**config.mk**
```make
export PLATFORM = sky130hd
export DESIGN_NAME = eth_tx_scheduler_flat
export DESIGN_NICKNAME = d
export VERILOG_FILES = /design/src/rtl/eth_tx_scheduler_if.sv /design/src/rtl/eth_tx_scheduler.sv /design/src/flat_wrapper.sv
export SDC_FILE = /design/constraint.sdc
export NUM_CORES = 1
export LEC_CHECK = 0
export ABC_AREA = 0
export BUFFER_PORTS_ARGS = -buffer_cell sky130_fd_sc_hd__buf_4
export CORE_UTILIZATION = 30
export DETAILED_ROUTE_END_ITERATION = 8
export HOLD_SLACK_MARGIN = 0.06
export MAX_ROUTING_LAYER = met4
export PLACE_DENSITY = 0.45
export SETUP_SLACK_MARGIN = 0.5
export SKIP_CTS_REPAIR_TIMING = 1
export SLEW_MARGIN = 20
export SYNTH_ARGS = -nofsm -noshare
export SYNTH_HDL_FRONTEND = slang
export SYNTH_SLANG_ARGS = --single-unit
```
**constraint.sdc**
```tcl
create_clock -name rx_clk -period 2.8 [get_ports rx_clk]
set_input_delay 0.42 -clock rx_clk [delete_from_list [all_inputs] [get_ports rx_clk]]
set_output_delay 0.42 -clock rx_clk [all_outputs]
set_load 0.02 [all_outputs]
```
**src/rtl/eth_tx_scheduler_if.sv**
```systemverilog
// Bundle of the scheduler's requester-side and MAC-side handshake signals.
// The scheduler uses the master modport; the requesters/MAC side uses slave.
interface eth_tx_scheduler_if #(
    parameter int NUM_REQ = 4
);
    logic [NUM_REQ-1:0] req;
    logic               link_up;
    logic               duplex;
    logic               mac_done;
    logic               collision;
    logic [NUM_REQ-1:0] grant;
    logic               mac_start;
    logic [NUM_REQ-1:0] req_done;
    logic [NUM_REQ-1:0] req_abort;
    logic [3:0]         retry_cnt;
    logic               busy;

    modport master (
        input  req,
        input  link_up,
        input  duplex,
        input  mac_done,
        input  collision,
        output grant,
        output mac_start,
        output req_done,
        output req_abort,
        output retry_cnt,
        output busy
    );

    modport slave (
        output req,
        output link_up,
        output duplex,
        output mac_done,
        output collision,
        input  grant,
        input  mac_start,
        input  req_done,
        input  req_abort,
        input  retry_cnt,
        input  busy
    );
endinterface

```
**src/rtl/eth_tx_scheduler.sv**
```systemverilog
// Ethernet TX path scheduler: round-robin arbitration between frame sources,
// attempt sequencing with half-duplex truncated binary exponential backoff,
// retry limit, link-loss abort and inter-frame gap enforcement.
module eth_tx_scheduler #(
    parameter int NUM_REQ       = 4,
    parameter int IFG_CYCLES    = 12,
    parameter int SLOT_CYCLES   = 64,
    parameter int MAX_RETRY     = 15,
    parameter int BACKOFF_LIMIT = 10
) (
    input logic                 rx_clk,
    input logic                 rst_n,
    eth_tx_scheduler_if.master  bus
);

    localparam int PTR_W = (NUM_REQ > 1) ? $clog2(NUM_REQ) : 1;
    // Wide enough for (2^BACKOFF_LIMIT - 1) * SLOT_CYCLES with headroom
    localparam int BO_W  = $clog2(SLOT_CYCLES * (2 ** BACKOFF_LIMIT)) + 1;
    localparam int IFG_W = (IFG_CYCLES > 1) ? $clog2(IFG_CYCLES + 1) : 1;

    typedef enum logic [1:0] {
        ST_IDLE    = 2'd0,
        ST_TX      = 2'd1,
        ST_BACKOFF = 2'd2,
        ST_IFG     = 2'd3
    } state_t;

    state_t             state_r;
    logic [PTR_W-1:0]   ptr_r;
    logic [PTR_W-1:0]   owner_r;
    logic [NUM_REQ-1:0] grant_r;
    logic               mac_start_r;
    logic [NUM_REQ-1:0] req_done_r;
    logic [NUM_REQ-1:0] req_abort_r;
    logic [3:0]         retry_cnt_r;
    logic               busy_r;
    logic [BO_W-1:0]    backoff_cnt_r;
    logic [IFG_W-1:0]   ifg_cnt_r;
    logic [15:0]        lfsr_r;

    logic [PTR_W-1:0]   pick_s;
    logic [NUM_REQ-1:0] pick_onehot_s;
    logic [PTR_W-1:0]   next_ptr_s;
    logic [4:0]         new_retry_s;
    logic [4:0]         k_s;
    logic [15:0]        r_mask_s;
    logic [BO_W-1:0]    backoff_load_s;
    logic               lfsr_fb_s;

    // Feedback bit for x^16 + x^14 + x^13 + x^11 + 1, shifting towards the MSB
    function automatic logic lfsr_feedback(input logic [15:0] value);
        return value[15] ^ value[13] ^ value[12] ^ value[10];
    endfunction

    // First requester with req set, searching upward from ptr_v with wrap
    function automatic logic [PTR_W-1:0] rr_pick(
        input logic [NUM_REQ-1:0] req_v,
        input logic [PTR_W-1:0]   ptr_v
    );
        logic [PTR_W:0]   idx;
        logic [PTR_W-1:0] result;
        logic             found;
        logic             hit;
        result = ptr_v;
        found  = 1'b0;
        for (int i = 0; i < NUM_REQ; i++) begin
            idx    = {1'b0, ptr_v} + (PTR_W+1)'(i);
            idx    = (idx >= (PTR_W+1)'(NUM_REQ)) ? (idx - (PTR_W+1)'(NUM_REQ)) : idx;
            hit    = !found && req_v[idx[PTR_W-1:0]];
            result = hit ? idx[PTR_W-1:0] : result;
            found  = found | hit;
        end
        return result;
    endfunction

    // Arbitration pick, pointer advance and backoff length for a new collision
    always_comb begin
        lfsr_fb_s      = lfsr_feedback(lfsr_r);
        pick_s         = rr_pick(bus.req, ptr_r);
        pick_onehot_s  = {{(NUM_REQ-1){1'b0}}, 1'b1} << pick_s;
        next_ptr_s     = (owner_r == PTR_W'(NUM_REQ - 1)) ? {PTR_W{1'b0}} : (owner_r + {{(PTR_W-1){1'b0}}, 1'b1});
        new_retry_s    = {1'b0, retry_cnt_r} + 5'd1;
        k_s            = (new_retry_s > 5'(BACKOFF_LIMIT)) ? 5'(BACKOFF_LIMIT) : new_retry_s;
        r_mask_s       = (16'd1 << k_s) - 16'd1;
        backoff_load_s = BO_W'(lfsr_r & r_mask_s) * BO_W'(SLOT_CYCLES);
    end

    // Free-running backoff randomiser; the seed is non-zero so it never locks up
    always_ff @(posedge rx_clk) begin
        if (!rst_n) begin
            lfsr_r <= 16'hACE1;
        end else begin
            lfsr_r <= {lfsr_r[14:0], lfsr_fb_s};
        end
    end

    // Scheduler state machine with all outputs registered
    always_ff @(posedge rx_clk) begin
        if (!rst_n) begin
            state_r       <= ST_IDLE;
            ptr_r         <= '0;
            owner_r       <= '0;
            grant_r       <= '0;
            mac_start_r   <= 1'b0;
            req_done_r    <= '0;
            req_abort_r   <= '0;
            retry_cnt_r   <= 4'd0;
            busy_r        <= 1'b0;
            backoff_cnt_r <= '0;
            ifg_cnt_r     <= '0;
        end else begin
            // Pulses default low and are raised only in the cycle they apply
            mac_start_r <= 1'b0;
            req_done_r  <= '0;
            req_abort_r <= '0;
            case (state_r)
                ST_IDLE: begin
                    if (bus.link_up && (|bus.req)) begin
                        owner_r     <= pick_s;
                        grant_r     <= pick_onehot_s;
                        mac_start_r <= 1'b1;
                        retry_cnt_r <= 4'd0;
                        busy_r      <= 1'b1;
                        state_r     <= ST_TX;
                    end else begin
                        busy_r      <= 1'b0;
                    end
                end
                ST_TX: begin
                    if (!bus.link_up) begin
                        // Link loss beats any concurrent done or collision
                        req_abort_r <= grant_r;
                        grant_r     <= '0;
                        retry_cnt_r <= 4'd0;
                        ptr_r       <= next_ptr_s;
                        ifg_cnt_r   <= IFG_W'(IFG_CYCLES - 1);
                        state_r     <= ST_IFG;
                    end else if (bus.mac_done) begin
                        // A collision in the same cycle is late and ignored
                        req_done_r  <= grant_r;
                        grant_r     <= '0;
                        ptr_r       <= next_ptr_s;
                        ifg_cnt_r   <= IFG_W'(IFG_CYCLES - 1);
                        state_r     <= ST_IFG;
                    end else if (bus.collision && !bus.duplex) begin
                        if (new_retry_s > 5'(MAX_RETRY)) begin
                            req_abort_r <= grant_r;
                            grant_r     <= '0;
                            retry_cnt_r <= 4'd0;
                            ptr_r       <= next_ptr_s;
                            ifg_cnt_r   <= IFG_W'(IFG_CYCLES - 1);
                            state_r     <= ST_IFG;
                        end else begin
                            retry_cnt_r   <= new_retry_s[3:0];
                            backoff_cnt_r <= backoff_load_s;
                            state_r       <= ST_BACKOFF;
                        end
                    end else begin
                        state_r <= ST_TX;
                    end
                end
                ST_BACKOFF: begin
                    if (!bus.link_up) begin
                        req_abort_r <= grant_r;
                        grant_r     <= '0;
                        retry_cnt_r <= 4'd0;
                        ptr_r       <= next_ptr_s;
                        ifg_cnt_r   <= IFG_W'(IFG_CYCLES - 1);
                        state_r     <= ST_IFG;
                    end else if (backoff_cnt_r == {BO_W{1'b0}}) begin
                        mac_start_r <= 1'b1;
                        state_r     <= ST_TX;
                    end else begin
                        backoff_cnt_r <= backoff_cnt_r - {{(BO_W-1){1'b0}}, 1'b1};
                    end
                end
                ST_IFG: begin
                    if (ifg_cnt_r == {IFG_W{1'b0}}) begin
                        busy_r  <= 1'b0;
                        state_r <= ST_IDLE;
                    end else begin
                        ifg_cnt_r <= ifg_cnt_r - {{(IFG_W-1){1'b0}}, 1'b1};
                    end
                end
                default: begin
                    grant_r     <= '0;
                    retry_cnt_r <= 4'd0;
                    busy_r      <= 1'b0;
                    state_r     <= ST_IDLE;
                end
            endcase
        end
    end

    assign bus.grant     = grant_r;
    assign bus.mac_start = mac_start_r;
    assign bus.req_done  = req_done_r;
    assign bus.req_abort = req_abort_r;
    assign bus.retry_cnt = retry_cnt_r;
    assign bus.busy      = busy_r;

endmodule
```
**src/flat_wrapper.sv**
```systemverilog
// flat-port wrapper written by rule: the top's interface ports become plain ports
module eth_tx_scheduler_flat 
#(
    parameter int NUM_REQ       = 4,
    parameter int IFG_CYCLES    = 12,
    parameter int SLOT_CYCLES   = 64,
    parameter int MAX_RETRY     = 15,
    parameter int BACKOFF_LIMIT = 10
)
  (rx_clk, rst_n, bus_req, bus_link_up, bus_duplex, bus_mac_done, bus_collision, bus_grant, bus_mac_start, bus_req_done, bus_req_abort, bus_retry_cnt, bus_busy);
  eth_tx_scheduler_if #(.NUM_REQ(NUM_REQ)) bus_i ();
  input logic rx_clk;
  input logic rst_n;
  input wire logic [$bits(bus_i.req)-1:0] bus_req;
  input wire logic [$bits(bus_i.link_up)-1:0] bus_link_up;
  input wire logic [$bits(bus_i.duplex)-1:0] bus_duplex;
  input wire logic [$bits(bus_i.mac_done)-1:0] bus_mac_done;
  input wire logic [$bits(bus_i.collision)-1:0] bus_collision;
  output wire logic [$bits(bus_i.grant)-1:0] bus_grant;
  output wire logic [$bits(bus_i.mac_start)-1:0] bus_mac_start;
  output wire logic [$bits(bus_i.req_done)-1:0] bus_req_done;
  output wire logic [$bits(bus_i.req_abort)-1:0] bus_req_abort;
  output wire logic [$bits(bus_i.retry_cnt)-1:0] bus_retry_cnt;
  output wire logic [$bits(bus_i.busy)-1:0] bus_busy;
  assign bus_i.req = bus_req;
  assign bus_i.link_up = bus_link_up;
  assign bus_i.duplex = bus_duplex;
  assign bus_i.mac_done = bus_mac_done;
  assign bus_i.collision = bus_collision;
  assign bus_grant = bus_i.grant;
  assign bus_mac_start = bus_i.mac_start;
  assign bus_req_done = bus_i.req_done;
  assign bus_req_abort = bus_i.req_abort;
  assign bus_retry_cnt = bus_i.retry_cnt;
  assign bus_busy = bus_i.busy;
  eth_tx_scheduler #(.NUM_REQ(NUM_REQ), .IFG_CYCLES(IFG_CYCLES), .SLOT_CYCLES(SLOT_CYCLES), .MAX_RETRY(MAX_RETRY), .BACKOFF_LIMIT(BACKOFF_LIMIT)) u_core (.rx_clk(rx_clk), .rst_n(rst_n), .bus(bus_i));
endmodule
```
== Word level (Yosys, flattened, before mapping) ==
Index checks and enable logic that the tools add are counted.

* Input port bits: 10
* Flip-flop bits (word level): 61
* Logic and storage cells: 159
* Output and inout port bits: 18

* Magnitude comparators: 10
* Mux-type cells: 72
* Shift operators: 2
* Eq/ne operators: 19
* Add/sub/neg operators: 12
* Reductions and logical operators: 26
* Bitwise operators: 6

{| class="wikitable"
|+ Operator list
! cell !! count
|-
| $mux W17 || 6
|-
| $mux W4 || 22
|-
| $mux W2 || 21
|-
| $pmux W4 S3 || 3
|-
| $pmux W17 S2 || 1
|-
| $logic_not A17 Y1 || 1
|-
| $sub A17 B1 Y17 const B || 1
|-
| $reduce_and A5 Y1 || 3
|-
| $ne A2 B2 Y1 const B || 7
|-
| $lt A2 B3 Y1 const B || 4
|-
| $and A11 B11 Y11 || 1
|-
| $shl A1 B5 Y11 const A || 1
|-
| $sub A11 B1 Y11 const B || 1
|-
| $gt A5 B4 Y1 const B || 2
|-
| $ge A3 B3 Y1 const B || 3
|-
| $mux W1 || 9
|-
| $bmux W1 S2 || 4
|-
| $ne A4 B3 Y1 const B || 2
|-
| $pmux W2 S4 || 1
|-
| $pmux W4 S2 || 1
|-
| $reduce_and A4 Y1 || 2
|-
| $sub A2 B1 Y2 const B || 4
|-
| $reduce_and A7 Y1 || 1
|-
| $add A2 B2 Y3 const B || 2
|-
| 25 further kinds || 44
|}

== Longest topological paths before layout ==
* Word-level depth: 16
* Depth in mapped cells: 11
* Mapped depth without buffers: 10

== Least setup slack after synthesis ==
Ideal clock, no wire load.

* Kind: reg2reg
* From: reg u_core.retry_cnt_r[1], in the netlist u_core.bus.retry_cnt[1]
* To: reg u_core.backoff_cnt_r[12]
* Cell stages (with the launch flop): 12
* Path buffers: 1
* Period minus slack after synthesis: 2694 ps
* Required time: 2660 ps
* Arrival: 2554 ps
* Setup time: 140 ps
* Setup slack: 106 ps
* Cell sequence: dfxtp_1 -> ha_1 -> buf_2 -> and2_1 -> a21oi_1 -> or2_2 -> nand2b_1 -> ha_1 -> a21boi_1 -> o21a_1 -> o311ai_0 -> o211ai_1

* Cells in the longest elaborated chain, start to end: 11
* Elaborated cells between the ends (all ways): 14
* Those cells by class: add/sub: 2; order compare: 2; eq/ne: 1; shift: 1; mux: 6; bitwise: 1; reduce/logical: 1

{| class="wikitable"
|+ Ends and longest elaborated chain
! what !! RTL line !! text
|-
| from (decl) || eth_tx_scheduler.sv:35 || <nowiki>logic [3:0] retry_cnt_r;</nowiki>
|-
| from (signal assigned) || eth_tx_scheduler.sv:154 || <nowiki>retry_cnt_r <= new_retry_s[3:0];</nowiki>
|-
| $add A4 B1 Y5 (*) || eth_tx_scheduler.sv:82 || <nowiki>new_retry_s = {1'b0, retry_cnt_r} + 5'd1;</nowiki>
|-
| $gt A5 B4 Y1 || eth_tx_scheduler.sv:83 || <nowiki>k_s = (new_retry_s > 5'(BACKOFF_LIMIT)) ? 5'(BACKOFF_LIMIT) : new_retry_s;</nowiki>
|-
| $mux W5 || eth_tx_scheduler.sv:83 ||
|-
| $shl A1 B5 Y11 || eth_tx_scheduler.sv:84 || <nowiki>r_mask_s = (16'd1 << k_s) - 16'd1;</nowiki>
|-
| $sub A11 B1 Y11 || eth_tx_scheduler.sv:84 ||
|-
| $and A11 B11 Y11 || eth_tx_scheduler.sv:85 || <nowiki>backoff_load_s = BO_W'(lfsr_r & r_mask_s) * BO_W'(SLOT_CYCLES);</nowiki>
|-
| $mux W17 || eth_tx_scheduler.sv:146 || <nowiki>if (new_retry_s > 5'(MAX_RETRY)) begin</nowiki>
|-
| $mux W17 || eth_tx_scheduler.sv:145 || <nowiki>end else if (bus.collision && !bus.duplex) begin</nowiki>
|-
| $mux W17 || eth_tx_scheduler.sv:138 || <nowiki>end else if (bus.mac_done) begin</nowiki>
|-
| $mux W17 || eth_tx_scheduler.sv:130 || <nowiki>if (!bus.link_up) begin</nowiki>
|-
| $pmux W17 S2 || eth_tx_scheduler.sv:116 || <nowiki>case (state_r)</nowiki>
|-
| to (signal assigned) || eth_tx_scheduler.sv:155 || <nowiki>backoff_cnt_r <= backoff_load_s;</nowiki>
|-
| to (signal assigned) || eth_tx_scheduler.sv:174 || <nowiki>backoff_cnt_r <= backoff_cnt_r - {{(BO_W-1){1'b0}}, 1'b1};</nowiki>
|-
| to (decl) || eth_tx_scheduler.sv:37 || <nowiki>logic [BO_W-1:0] backoff_cnt_r;</nowiki>
|}

Mark *: on every way between the ends. The rest lies on a longest branch, timed or not. The select of a mux whose other input is x is not followed.
A chain may end at the register's enable or synchronous reset.

== Final worst setup path ==
* From: reg u_core.retry_cnt_r[1], in the netlist u_core.bus.retry_cnt[1]
* To: reg u_core.backoff_cnt_r[14]

Same word-level chain as after synthesis.

==> run metrics <==
site row count 38; htree depth 3; GP Congestion about 0.85; Power Dens Cells ~710 nW/um2; required time of the critical path 3.02 ns; status finished, final reports clean; EDFF count, synth 0; Seq/Total Area, Yosys a little over a third; Yosys reg bits 61; largest net degree at the start of global routing 47; Leak ~1.9 nW; Initial Utilization a little under a third; Worst-Skew Late Latency between 0.3 and 0.4 ns; cells on worst reg2reg path 9; Final Hold Vio Count 0; # DRC 0; worst hold path class reg -> reg; reg2reg start u_core.bus.retry_cnt[1]; WL per Instance 15.3 um; CTS tree done; CP max FO 8; RSZ-0062 raised after global routing yes; Worst path slowest cell dfxtp_4; Top FF cell, synth dfxtp_1; average size of a mapped cell between 8 and 9 um2; Area contributors post-synth dfxtp_1 35%, nand2_1 5.9%, ha_1 4.3%; CTS sink cnt 61; layout cells sized above 1 23.2%; hold depth 1; total track usage between 15 and 20%; # diodes 0; Worst-Margin Slew roughly 0.58 ns; vias in the first global route around 3000; crit end category flop; first-pass GRT wire length approximately 15 mm; clock tree buffer depth 2; area of the core approximately 11000 um2; I/O pin cnt 28; die width about 110 um; synth cell count leaders 61 x dfxtp_1, 55 x nand2_1, 33 x nor2_1; Syn Inst Count 427; post-synthesis net count 449; crit start category flop; Max Cap Viol 0; CTS root buf clkbuf_16; final antenna-violating net count 0; setup violators final 0; fin. max-slew vios 0; synth warn 0; crit path DAT 2.46 ns; Distinct cells, synth roughly 70; CP Buf/Inv Count 2; Fmax between 400 and 500 MHz; clock skew between 0.007 and 0.008 ns; crit path cell chain ha_4 > buf_4 > nand4b_1 > a21o_1 > a31o_2 > buf_4 > a21o_1 > a32o_1 > a32o_1; top-area cell type share of the netlist area 35.2%; Die Y roughly 110 um; CTS clk-pin slew, worst paths 0.05 ns; most common cell in the synthesized netlist dfxtp_1; fin crit period between 2 and 2.5 ns; hold path startpoint u_core.lfsr_r[14]; die area approximately 12000 um2; IO buf count 27; dpl hpwl roughly 6.5 mm; placed instance count 582; post-synth top area cell dfxtp_1; CTS buffer count 9; vias per cell 5.14; Rel. slew slack 61.3%; cell family with most CP delay compound AO/OA/AOI/OAI gates; Cell Area, Synth 3470 um2; slowest stage delay, CP 0.38 ns; Synth async-reset ratio 0%; Initial DRC Count around 140; GR Overflow Total 0; routed via count approximately 3200; Stages on worst setup path 9; Tcrit/Tclk final about 80%; crit path kind reg -> reg; Post-Layout Cell Count between 600 and 700; Routed WL 9.44 mm; total iterations of the first detailed-routing run 4; initial antenna violation count 0; P&R area growth vs syn 27.8%; CP Launch Point u_core.bus.retry_cnt[1]; worst vdd ir between 0.0003 and 0.0004 V; Layout Nets ~500; setup total negative slack 0 ns
-- report_power, final --
| group | total (mW) | leakage (nW) | switching [mW] | internal, mW |
|---|---|---|---|---|
| clock network | 1.25 | 0.165 | 0.398 | 0.847 |
| logic | 0.914 | 1.23 | 0.522 | 0.392 |
| registers | 1.00 | 0.501 | 0.0626 | 0.937 |
| total | 3.16 | 1.89 | 0.983 | 2.18 |
-- per-layer routing --
metal	routed length, um	up-vias	track usage [%]
met5	0	-	-
li1	-	1625	-
met3	356	9	3.02
met2	4030	58	24.2
met4	127	0	7.05
met1	4920	1487	22.8
-- cells in the final DEF, fill, tap and decap left out, types with 5 or more instances in the layout --
| master | netlist | final |
|---|---|---|
| o21a_1 | 5 | 5 |
| a31oi_1 | 5 | 5 |
| xor2_1 | 5 | 5 |
| nand2_1 | 55 | 55 |
| inv_1 | 19 | 19 |
| a21o_1 | 5 | 5 |
| and2_1 | 20 | 19 |
| buf_4 | 1 | 55 |
| mux2i_1 | 5 | 5 |
| o21ai_0 | 19 | 18 |
| nand3_1 | 11 | 11 |
| ha_1 | 12 | 7 |
| dfxtp_1 | 61 | 58 |
| nor2b_1 | 6 | 5 |
| clkbuf_16 | 0 | 9 |
| nand2b_1 | 14 | 14 |
| o22ai_1 | 9 | 9 |
| nor3_1 | 10 | 10 |
| a21oi_1 | 22 | 19 |
| nor2_1 | 33 | 31 |
-- worst paths after layout --
path,to,slack [ns]
worst max-delay path,u_core.backoff_cnt_r[14],0.56
worst min-delay path,u_core.lfsr_r[15],0.40
worst max register to register,u_core.backoff_cnt_r[14],0.56
worst min register to register,u_core.lfsr_r[15],0.40
-- kinds of logic after synthesis --
family	share of synthesized area [%]
compound gates	21.8
fa+ha+maj	4.33
xor+xnor	1.77
buf+inv	4.90
flops	35.2
mux	2.09
simple gates	30.0
-- sequential cells by signal, summed over array words and instances (netlist names) --
signal	count
u_core.bus.busy	1
u_core.ifg_cnt_r	4
u_core.bus.grant	4
u_core.owner_r	2
u_core.state_r	2
u_core.bus.req_done	4
u_core.bus.retry_cnt	4
u_core.backoff_cnt_r	17
u_core.bus.mac_start	1
u_core.ptr_r	2
u_core.bus.req_abort	4
u_core.lfsr_r	16
-- cell type report --
| cell class | instances | area, um2 |
|---|---|---|
| Clock inverter | 3 | 66.3 |
| Inverter | 19 | 71.3 |
| Sequential cell | 61 | 1230 |
| Fill cell | 1158 | 6640 |
| Tap cell | 140 | 175 |
| Timing Repair Buffer | 58 | 442 |
| Multi-Input combinational cell | 325 | 2180 |
| Clock buffer | 12 | 267 |
-- per-stage QoR --
step / instance area, um2 / hold WS (ns) / total power, mW / worst slack, ns / util [%]
floorplan: 3520 / 0.386 / 1.60 / 0.438 / -
global placement: 3860 / 0.390 / 1.83 / 0.326 / 34.9
detailed placement: 3860 / 0.400 / 1.84 / 0.208 / 34.9
CTS: 4200 / 0.409 / 3.11 / 0.184 / 37.9
global route: 4440 / 0.422 / 3.32 / 0.451 / 40.0
finish: 4440 / 0.404 / 3.16 / 0.559 / 40.0
(Power assumes the default switching activity.)
